===== src/rtl/alu_uart_pkg.sv =====
// Shared definitions for the UART-fed ALU command sequencer:
// opcode values understood by the ALU, FSM state encoding and a
// small helper that tells whether an opcode is one the ALU implements.
package alu_uart_pkg;

  // Width of the opcode field the ALU decodes
  localparam int NB_OP_CODE = 6;

  // ALU function codes (low bits of the opcode byte)
  localparam logic [NB_OP_CODE-1:0] OP_ADD = 6'b100000;
  localparam logic [NB_OP_CODE-1:0] OP_SUB = 6'b100010;
  localparam logic [NB_OP_CODE-1:0] OP_AND = 6'b100100;
  localparam logic [NB_OP_CODE-1:0] OP_OR  = 6'b100101;
  localparam logic [NB_OP_CODE-1:0] OP_XOR = 6'b100110;
  localparam logic [NB_OP_CODE-1:0] OP_NOR = 6'b100111;
  localparam logic [NB_OP_CODE-1:0] OP_SRA = 6'b000011;
  localparam logic [NB_OP_CODE-1:0] OP_SRL = 6'b000010;

  // Sequencer state encoding
  localparam int NB_STATE = 3;

  typedef enum logic [NB_STATE-1:0] {
    ST_WAIT_A  = 3'd0,
    ST_WAIT_B  = 3'd1,
    ST_WAIT_OP = 3'd2,
    ST_EXEC    = 3'd3,
    ST_SEND    = 3'd4,
    ST_WAIT_TX = 3'd5
  } state_t;

  // True when the opcode field names an operation the ALU implements
  function automatic logic op_is_valid(input logic [NB_OP_CODE-1:0] op);
    logic valid;
    valid = 1'b0;
    case (op)
      OP_ADD, OP_SUB, OP_AND, OP_OR,
      OP_XOR, OP_NOR, OP_SRA, OP_SRL: valid = 1'b1;
      default:                        valid = 1'b0;
    endcase
    return valid;
  endfunction

endpackage


===== src/rtl/alu_uart_ctrl_edge_rise.sv =====
// Rising-edge detector for a level handshake signal. The previous value
// is registered with a configurable reset value so that a level that is
// already high when reset releases does not look like a new edge.
module edge_rise #(
  parameter logic RESET_VAL = 1'b1
) (
  input  logic i_clock,
  input  logic i_reset,
  input  logic i_signal,
  output logic o_rise
);

  logic r_prev;

  // Remember last cycle's level of the watched signal
  always_ff @(posedge i_clock) begin
    if (i_reset) begin
      r_prev <= RESET_VAL;
    end else begin
      r_prev <= i_signal;
    end
  end

  // Edge is reported in the first cycle the level is seen high
  assign o_rise = i_signal & ~r_prev;

endmodule


===== src/rtl/alu_uart_ctrl.sv =====
// Command sequencer between a UART receiver and transmitter. Collects
// operand A, operand B and an opcode byte, drives them to an external
// combinational ALU, captures the result and requests its transmission.
// An inter-byte timeout abandons partial commands so the link recovers.
module alu_uart_ctrl
  import alu_uart_pkg::*;
#(
  parameter int NB_DATA        = 8,
  parameter int NB_OP          = 6,
  parameter int TIMEOUT_CYCLES = 1000000,
  parameter int NB_TIMEOUT     = 20
) (
  input  logic               i_clock,
  input  logic               i_reset,
  input  logic [NB_DATA-1:0] i_rx_data,
  input  logic               i_rx_done,
  input  logic [NB_DATA-1:0] i_alu_result,
  input  logic               i_tx_done,
  output logic [NB_DATA-1:0] o_data_a,
  output logic [NB_DATA-1:0] o_data_b,
  output logic [NB_OP-1:0]   o_opcode,
  output logic [NB_DATA-1:0] o_tx_data,
  output logic               o_tx_start,
  output logic               o_error,
  output logic               o_drop
);

  // Last count value before the timeout fires
  localparam logic [NB_TIMEOUT-1:0] TIMEOUT_LAST = NB_TIMEOUT'(TIMEOUT_CYCLES - 1);

  state_t                r_state;
  logic [NB_TIMEOUT-1:0] r_timeout;
  logic [NB_DATA-1:0]    r_data_a;
  logic [NB_DATA-1:0]    r_data_b;
  logic [NB_OP-1:0]      r_opcode;
  logic [NB_DATA-1:0]    r_tx_data;
  logic                  r_tx_start;
  logic                  r_error;
  logic                  r_drop;

  logic                  w_rx_rise;
  logic                  w_tx_rise;
  logic                  w_collecting;
  logic                  w_timeout_hit;
  logic [NB_OP-1:0]      w_op_field;
  logic                  w_op_upper_zero;
  logic                  w_op_valid;

  // Byte-ready edge: the receiver may hold its done level for many clocks
  edge_rise #(
    .RESET_VAL(1'b1)
  ) u_rx_edge (
    .i_clock (i_clock),
    .i_reset (i_reset),
    .i_signal(i_rx_done),
    .o_rise  (w_rx_rise)
  );

  // Frame-finished edge from the transmitter
  edge_rise #(
    .RESET_VAL(1'b1)
  ) u_tx_edge (
    .i_clock (i_clock),
    .i_reset (i_reset),
    .i_signal(i_tx_done),
    .o_rise  (w_tx_rise)
  );

  // Only the operand-B and opcode waits are bounded in time
  assign w_collecting  = (r_state == ST_WAIT_B) || (r_state == ST_WAIT_OP);
  assign w_timeout_hit = w_collecting && (r_timeout == TIMEOUT_LAST);

  // Opcode byte is accepted only with clear upper bits and a known function
  assign w_op_field      = i_rx_data[NB_OP-1:0];
  assign w_op_upper_zero = (i_rx_data[NB_DATA-1:NB_OP] == '0);
  assign w_op_valid      = w_op_upper_zero && op_is_valid(NB_OP_CODE'(w_op_field));

  // Inter-byte timer: restarts on every byte and whenever no command is open
  always_ff @(posedge i_clock) begin
    if (i_reset) begin
      r_timeout <= '0;
    end else if (w_rx_rise || !w_collecting || w_timeout_hit) begin
      r_timeout <= '0;
    end else begin
      r_timeout <= r_timeout + 1'b1;
    end
  end

  // Command sequencer; every output is a register, pulses default low
  always_ff @(posedge i_clock) begin
    if (i_reset) begin
      r_state    <= ST_WAIT_A;
      r_data_a   <= '0;
      r_data_b   <= '0;
      r_opcode   <= '0;
      r_tx_data  <= '0;
      r_tx_start <= 1'b0;
      r_error    <= 1'b0;
      r_drop     <= 1'b0;
    end else begin
      r_tx_start <= 1'b0;
      r_error    <= 1'b0;
      r_drop     <= 1'b0;

      case (r_state)
        ST_WAIT_A: begin
          if (w_rx_rise) begin
            r_data_a <= i_rx_data;
            r_state  <= ST_WAIT_B;
          end
        end

        ST_WAIT_B: begin
          // A byte arriving on the timeout cycle still counts
          if (w_rx_rise) begin
            r_data_b <= i_rx_data;
            r_state  <= ST_WAIT_OP;
          end else if (w_timeout_hit) begin
            r_error <= 1'b1;
            r_state <= ST_WAIT_A;
          end
        end

        ST_WAIT_OP: begin
          if (w_rx_rise) begin
            if (w_op_valid) begin
              r_opcode <= w_op_field;
              r_state  <= ST_EXEC;
            end else begin
              // Bad opcode: previous opcode stays on the ALU
              r_error <= 1'b1;
              r_state <= ST_WAIT_A;
            end
          end else if (w_timeout_hit) begin
            r_error <= 1'b1;
            r_state <= ST_WAIT_A;
          end
        end

        ST_EXEC: begin
          // ALU has seen the new opcode for a full cycle; capture its result
          r_tx_data <= i_alu_result;
          r_drop    <= w_rx_rise;
          r_state   <= ST_SEND;
        end

        ST_SEND: begin
          r_tx_start <= 1'b1;
          r_drop     <= w_rx_rise;
          r_state    <= ST_WAIT_TX;
        end

        ST_WAIT_TX: begin
          r_drop <= w_rx_rise;
          if (w_tx_rise) begin
            r_state <= ST_WAIT_A;
          end
        end

        default: begin
          r_state <= ST_WAIT_A;
        end
      endcase
    end
  end

  assign o_data_a   = r_data_a;
  assign o_data_b   = r_data_b;
  assign o_opcode   = r_opcode;
  assign o_tx_data  = r_tx_data;
  assign o_tx_start = r_tx_start;
  assign o_error    = r_error;
  assign o_drop     = r_drop;

endmodule


===== config.mk =====
export PLATFORM = sky130hd
export DESIGN_NAME = alu_uart_ctrl
export DESIGN_NICKNAME = d
export VERILOG_FILES = /design/src/rtl/alu_uart_pkg.sv /design/src/rtl/alu_uart_ctrl_edge_rise.sv /design/src/rtl/alu_uart_ctrl.sv
export SDC_FILE = /design/constraint.sdc
export NUM_CORES = 1
export LEC_CHECK = 0
export BUFFER_PORTS_ARGS = -buffer_cell sky130_fd_sc_hd__buf_2
export CAP_MARGIN = 20
export CORE_MARGIN = 2
export CORE_UTILIZATION = 53
export DETAILED_ROUTE_END_ITERATION = 8
export GPL_TIMING_DRIVEN = 0
export PLACE_DENSITY = 0.76
export SETUP_SLACK_MARGIN = 0.1
export SYNTH_ARGS = -nofsm -noshare
export SYNTH_HDL_FRONTEND = slang
export SYNTH_SLANG_ARGS = --single-unit

===== constraint.sdc =====
create_clock -name i_clock -period 2.07 [get_ports i_clock]
set_input_delay 0.414 -clock i_clock [delete_from_list [all_inputs] [get_ports i_clock]]
set_output_delay 0.414 -clock i_clock [all_outputs]
set_load 0.1 [all_outputs]

==> impl_metrics.ini, run 1 <==
[run_status]
status = finished, final reports clean

[min_path]
hold_path.class = in -> reg
worstHoldStart = i_tx_done
whs_path_depth = 2
holdPathEnd = u_tx_edge.r_prev

[worst_setup_path]
reg2reg_depth = 6
critPathLaunchType = flop
reg2reg_slack_ns = 0.29
r2r-end = r_timeout[17]
r2r-start = r_timeout[0]
slowest_stage = dfxtp_1
crit_path_max_incr_delay_ns = 0.37
path_max_fanout = 10
critPathTopFamily = simple AND/OR/NAND/NOR gates
cp_num_buf_inv = 1
crit_type = reg -> reg
worstPathCellList = ha_1 -> and4_1 -> nand4_1 -> o31ai_1 -> buf_2 -> nor2_1
critPathArrivalTime_ns = 1.99
crit_required_ns = 2.28
crit_path_end_kind = flop

[logic_synthesis]
seq_area_frac_synth = 0.490
syn-cell-area_um2 = 2370
synth.distinct_cells = 39
async_reset_ff_frac = 0
synth_nets = 287
synth_flop_cell = dfxtp_1
yosys_warnings = 0
avgSynthCellArea_um2 = 8.90
synthCells = 266
synth_edf_count = 0
ys_ff_latch = 58

[floorplan]
io_pins = 53
core_area_um2 = 4320
dieArea_um2 = 5020
die_w_um = 70.9
rows = 24
die_h_um = 70.9
start_util = 0.548

[global_routing]
first_global_vias = 1803
grt_max_degree = 11
grt-ovfl-total = 0
antenna_found_initial = 0
track_usage = 0.203
grt_pass1_wl_um = 8070

[final_layout]
drive_gt1_frac = 0.240
layout_common_cells = 58 x dfxtp_1, 56 x buf_2, 35 x nor2_1, 26 x nand2_1, 26 x nand3_1
final_common_cell = dfxtp_1
utilization = 0.672
final_area_um2 = 2910
nNetsFinal = 350
insertedDiodeCount = 0
num-fill-cells = 383
area_growth_pct = 22.7

[sta]
hold_violations = 0
setup_viol = 0
maxSlewViolCount = 0
worst_slew_pin_slew_ns = 0.580
fmax_mhz = 562
setup-tns-final_ns = 0
min_period_ns = 1.78
fin_skew_ns = 0.00597
worst_slew_margin_rel = 0.612
fin_crit_sh = 0.860
grt_setup_unrepaired = no

[route]
wire_per_inst_um = 12.5
ant_nets = 0
routed_wirelength_um = 4820
dr.pass1.iters = 4
drt_iter0_drc = 131
drc = 0
vias = 2020
vias_per_cell = 5.25

[placement]
io_buffers = 52
dpl_cell_area_um2 = 2690
hpwl_um = 3500
finalWeightedCongestion = 0.838

[clock_tree]
insertion_delay_ns = 0.32
cts-buffers-inserted = 9
tritoncts = done
clock_sinks = 58
cts_setup_buffers = 0
cts_buffer_depth = 2
cts-root-buf = clkbuf_8
clkTransAtPathRegs_ns = 0.06
cts_max_level = 3

[run]
maxCapViolations = 0

[power]
ir_drop_mv = 0.482
leakagePower_uw = 0.00116
power.density_nw_per_um2 = 802
[area by class of cell]
class | count | area [µm²] | share of cell area
clock inverter | 2 | 35.0 | 0.0121
clock buffer | 13 | 169 | 0.0581
timing repair buffer | 52 | 260 | 0.0896
inverter | 3 | 11.3 | 0.00388
sequential | 58 | 1160 | 0.400
multi-input combinational | 192 | 1130 | 0.390
tap | 52 | 65.1 | 0.0224
buffer | 13 | 70.1 | 0.0241
[sequential cells by signal, indices dropped and copies added, names as in the netlist, 3 cells and up]
register / count
o_tx_data: 8
o_data_a: 8
o_data_b: 8
o_opcode: 6
r_state: 3
r_timeout: 20
[routing by layer]
metal,vias to the layer above,global-route usage,part of all wire
li1,1047,-,-
met1,919,0.269,0.49
met2,49,0.300,0.45
met3,5,0.0584,0.048
met4,0,0.111,0.014
met5,-,0,0
[stage by stage]
step                      setup slack (ns)  power, µW  hold WS (ns)  cells
after global placement               0.195       1300         0.441    370
after detailed placement             0.175       1310         0.446    370
after global routing                 0.107       2410         0.299    385
after floorplan                      0.487       1260         0.430    266
final                                0.290       2330         0.304    385
after CTS                            0.227       2350         0.289    385
[what timing repair did]
item / CTS / global route
hold endpoints to repair: 0 / 0
setup endpoints to repair: 0 / 1
hold buffers: 0 / 0
gates resized for setup: 0 / 4
[cell usage after synthesis (4+ instances only)]
| library cell | n | area, µm² |
|---|---|---|
| nand2_1 | 26 | 97.6 |
| mux2i_1 | 12 | 120 |
| or3_1 | 5 | 31.3 |
| nand3_1 | 26 | 130 |
| a21oi_1 | 19 | 95.1 |
| buf_2 | 4 | 20.0 |
| xor2_1 | 6 | 52.6 |
| o21ai_0 | 5 | 25.0 |
| dfxtp_1 | 58 | 1160 |
| and3_1 | 4 | 25.0 |
| nand2b_1 | 4 | 25.0 |
| nor3_1 | 5 | 25.0 |
| xnor2_1 | 10 | 87.6 |
| clkbuf_1 | 6 | 22.5 |
| nor2_1 | 35 | 131 |
[worst register-to-register path: stages, from the launching register on]
cell and delay [ns]:
dfxtp_1 0.37, ha_1 0.21, and4_1 0.28, nand4_1 0.14
o31ai_1 0.29, buf_2 0.29, nor2_1 0.08
[power breakdown]
group,internal (µW),switching (µW),total (µW)
Sequential,1130,4.64,1130
Combinational,40.1,112,152
Clock,646,400,1050
Total,1810,516,2330
[how the worst max path moves through the flow]
stage          cells past startpoint  slack, ns            end          from
5_1_grt                            6       0.11  r_timeout[18]  r_timeout[0]
2_1_floorplan                      5       0.49    o_opcode[0]  i_rx_data[3]
3_5_place_dp                       6       0.17     r_state[1]     i_rx_done
6_report                           6       0.29  r_timeout[17]  r_timeout[0]
3_3_place_gp                       6       0.19    o_opcode[2]  i_rx_data[3]
4_1_cts                            6       0.23     r_state[1]  r_timeout[0]
[kinds of logic (layout without fill, tap and decap cells)]
| family | after synthesis | after routing | share of synthesized area |
|---|---|---|---|
| AND/OR/NAND/NOR | 126 | 126 | 0.267 |
| flip-flops | 58 | 58 | 0.490 |
| AO/OA/AOI/OAI | 37 | 37 | 0.0940 |
| XOR/XNOR | 16 | 16 | 0.0592 |
| buffers and inverters | 16 | 83 | 0.0338 |
| multiplexers | 12 | 12 | 0.0507 |
| adder cells (fa/ha/maj) | 1 | 1 | 0.00528 |
No activity file was read; power rests on OpenSTA's default activity.
==> run 2, diff against run 1 <==
- CORE_UTILIZATION: 53 -> 57
- PLACE_DENSITY: 0.76 -> 0.81
- clock period: 2.07 -> 2.3 ns (I/O delays scaled with it)
==> run 2 against run 1 <==
Sequential share of layout area increased by 0.51 points. Power down 15%. Routed wire length rose by 1.4%. Non-clock buffer count stayed put. Clock skew about the same. Highest routed layer unchanged. Worst hold slack better by 0.041 ns. Global-route usage up 3.3 points. First-iteration DRC count fell by 27%. Clock power is 21% lower. Register-to-register slack improved by 0.26 ns. Die area decreased by 6.6%. Flip-flop and latch count did not move.
==> impl_metrics.ini, run 2 (same netlist as run 1, synthesis figures left out) <==
[final_layout]
stdcell_count = 382
nNetsFinal = 350
top_register = r_timeout
final_common_cell = dfxtp_1
area_growth_pct = 21.1
seqCellArea_um2 = 1160
largest_reg_flops = 20
layout_common_cells = 58 x dfxtp_1, 56 x buf_2, 35 x nor2_1, 26 x nand2_1, 26 x nand3_1
multiInputGateArea_um2 = 1130
utilization = 0.717
num-fill-cells = 314
drive_gt1_frac = 0.235
insertedDiodeCount = 0

[sta]
setup-tns-final_ns = 0
worst_slew_pin_slew_ns = 0.580
fmax_mhz = 572
fin_crit_sh = 0.760
worst_slew_margin_rel = 0.612
grt_setup_unrepaired = no
hold_violations = 0
layout_setup_ws_ns = 0.551
setup_viol = 0
min_period_ns = 1.75
maxSlewViolCount = 0
fin_skew_ns = 0.00566
hold-worst-slack_ns = 0.345

[route]
dr.pass1.iters = 4
drt_iter0_drc = 96
drc = 0
ant_nets = 0
routed_wirelength_um = 4880
vias = 2081
wire_per_inst_um = 12.8
vias_per_cell = 5.45

[clock_tree]
holdBufCountCts = 0
cts-buffers-inserted = 9
tritoncts = done
insertion_delay_ns = 0.33
cts_setup_buffers = 0
clkTransAtPathRegs_ns = 0.06
cts_buffer_depth = 2
cts_resized = 0
cts_max_level = 3
clock_sinks = 58
cts-root-buf = clkbuf_8

[worst_setup_path]
crit_required_ns = 2.51
critPathTopFamily = simple AND/OR/NAND/NOR gates
critPathLaunchType = flop
reg2reg_depth = 6
crit_path_max_incr_delay_ns = 0.37
path_max_fanout = 10
slowest_stage = dfxtp_1
worstPathCellList = ha_1 -> and4_1 -> nand4_1 -> o31ai_1 -> buf_2 -> nor2_1
cp_num_buf_inv = 1
crit_type = reg -> reg
critPathArrivalTime_ns = 1.96
crit_cells = 6
crit_path_end_kind = flop

[global_routing]
track_usage = 0.236
antenna_found_initial = 0
grt-ovfl-total = 0
grt_max_degree = 11
first_global_vias = 1928
grt_pass1_wl_um = 8090

[placement]
dpl_worst_slack_ns = 0.277
dp.cells = 368
io_buffers = 52
finalWeightedCongestion = 0.755
hpwl_um = 3470

[power]
ir_drop_mv = 0.441
power.density_nw_per_um2 = 692
leakagePower_uw = 0.00115

[floorplan]
rows = 23
start_util = 0.592
die_w_um = 68.5
core_area_um2 = 4000
io_pins = 53
dieArea_um2 = 4690
die_h_um = 68.5

[min_path]
hold_path.class = in -> reg
whs_path_depth = 2

[run_status]
status = finished, final reports clean

[run]
maxCapViolations = 0
## run 2: final cells by class
class                   count  share of cell area
well taps                  50              0.0218
plain buffers              13              0.0240
clock buffers              12              0.0576
flip-flops and latches     58               0.405
multi-input cells         192               0.393
clock inverters             2             0.00436
repair buffers             52              0.0907
inverters                   3             0.00392
## run 2: path summary, 6_finish.rpt
check                    start          endpoint  slack (ns)
setup reg to reg  r_timeout[0]     r_timeout[10]        0.55
hold / removal       i_rx_done  u_rx_edge.r_prev        0.35
setup / recovery  r_timeout[0]     r_timeout[10]        0.55
hold reg to reg    o_data_b[1]       o_data_b[1]        0.46
## run 2: routing by layer
metal	wire, µm	vias to the layer above	track usage
li1	-	1044	-
met1	2080	969	0.255
met2	2460	61	0.394
met3	277	7	0.0773
met4	64	0	0.150
met5	0	-	0
## run 2: stage by stage
step | area [µm²] | power, µW
6_report | 2870 | 1990
5_1_grt | 2870 | 2070
4_1_cts | 2870 | 2010
3_5_place_dp | 2690 | 1180
3_3_place_gp | 2690 | 1170
2_1_floorplan | 2370 | 1130
## run 2: power by group
group / switching [µW] / total, µW / internal (µW)
clock: 368 / 832 / 465
sequential: 4.84 / 1020 / 1010
combinational: 99.1 / 135 / 35.6
total: 472 / 1990 / 1520
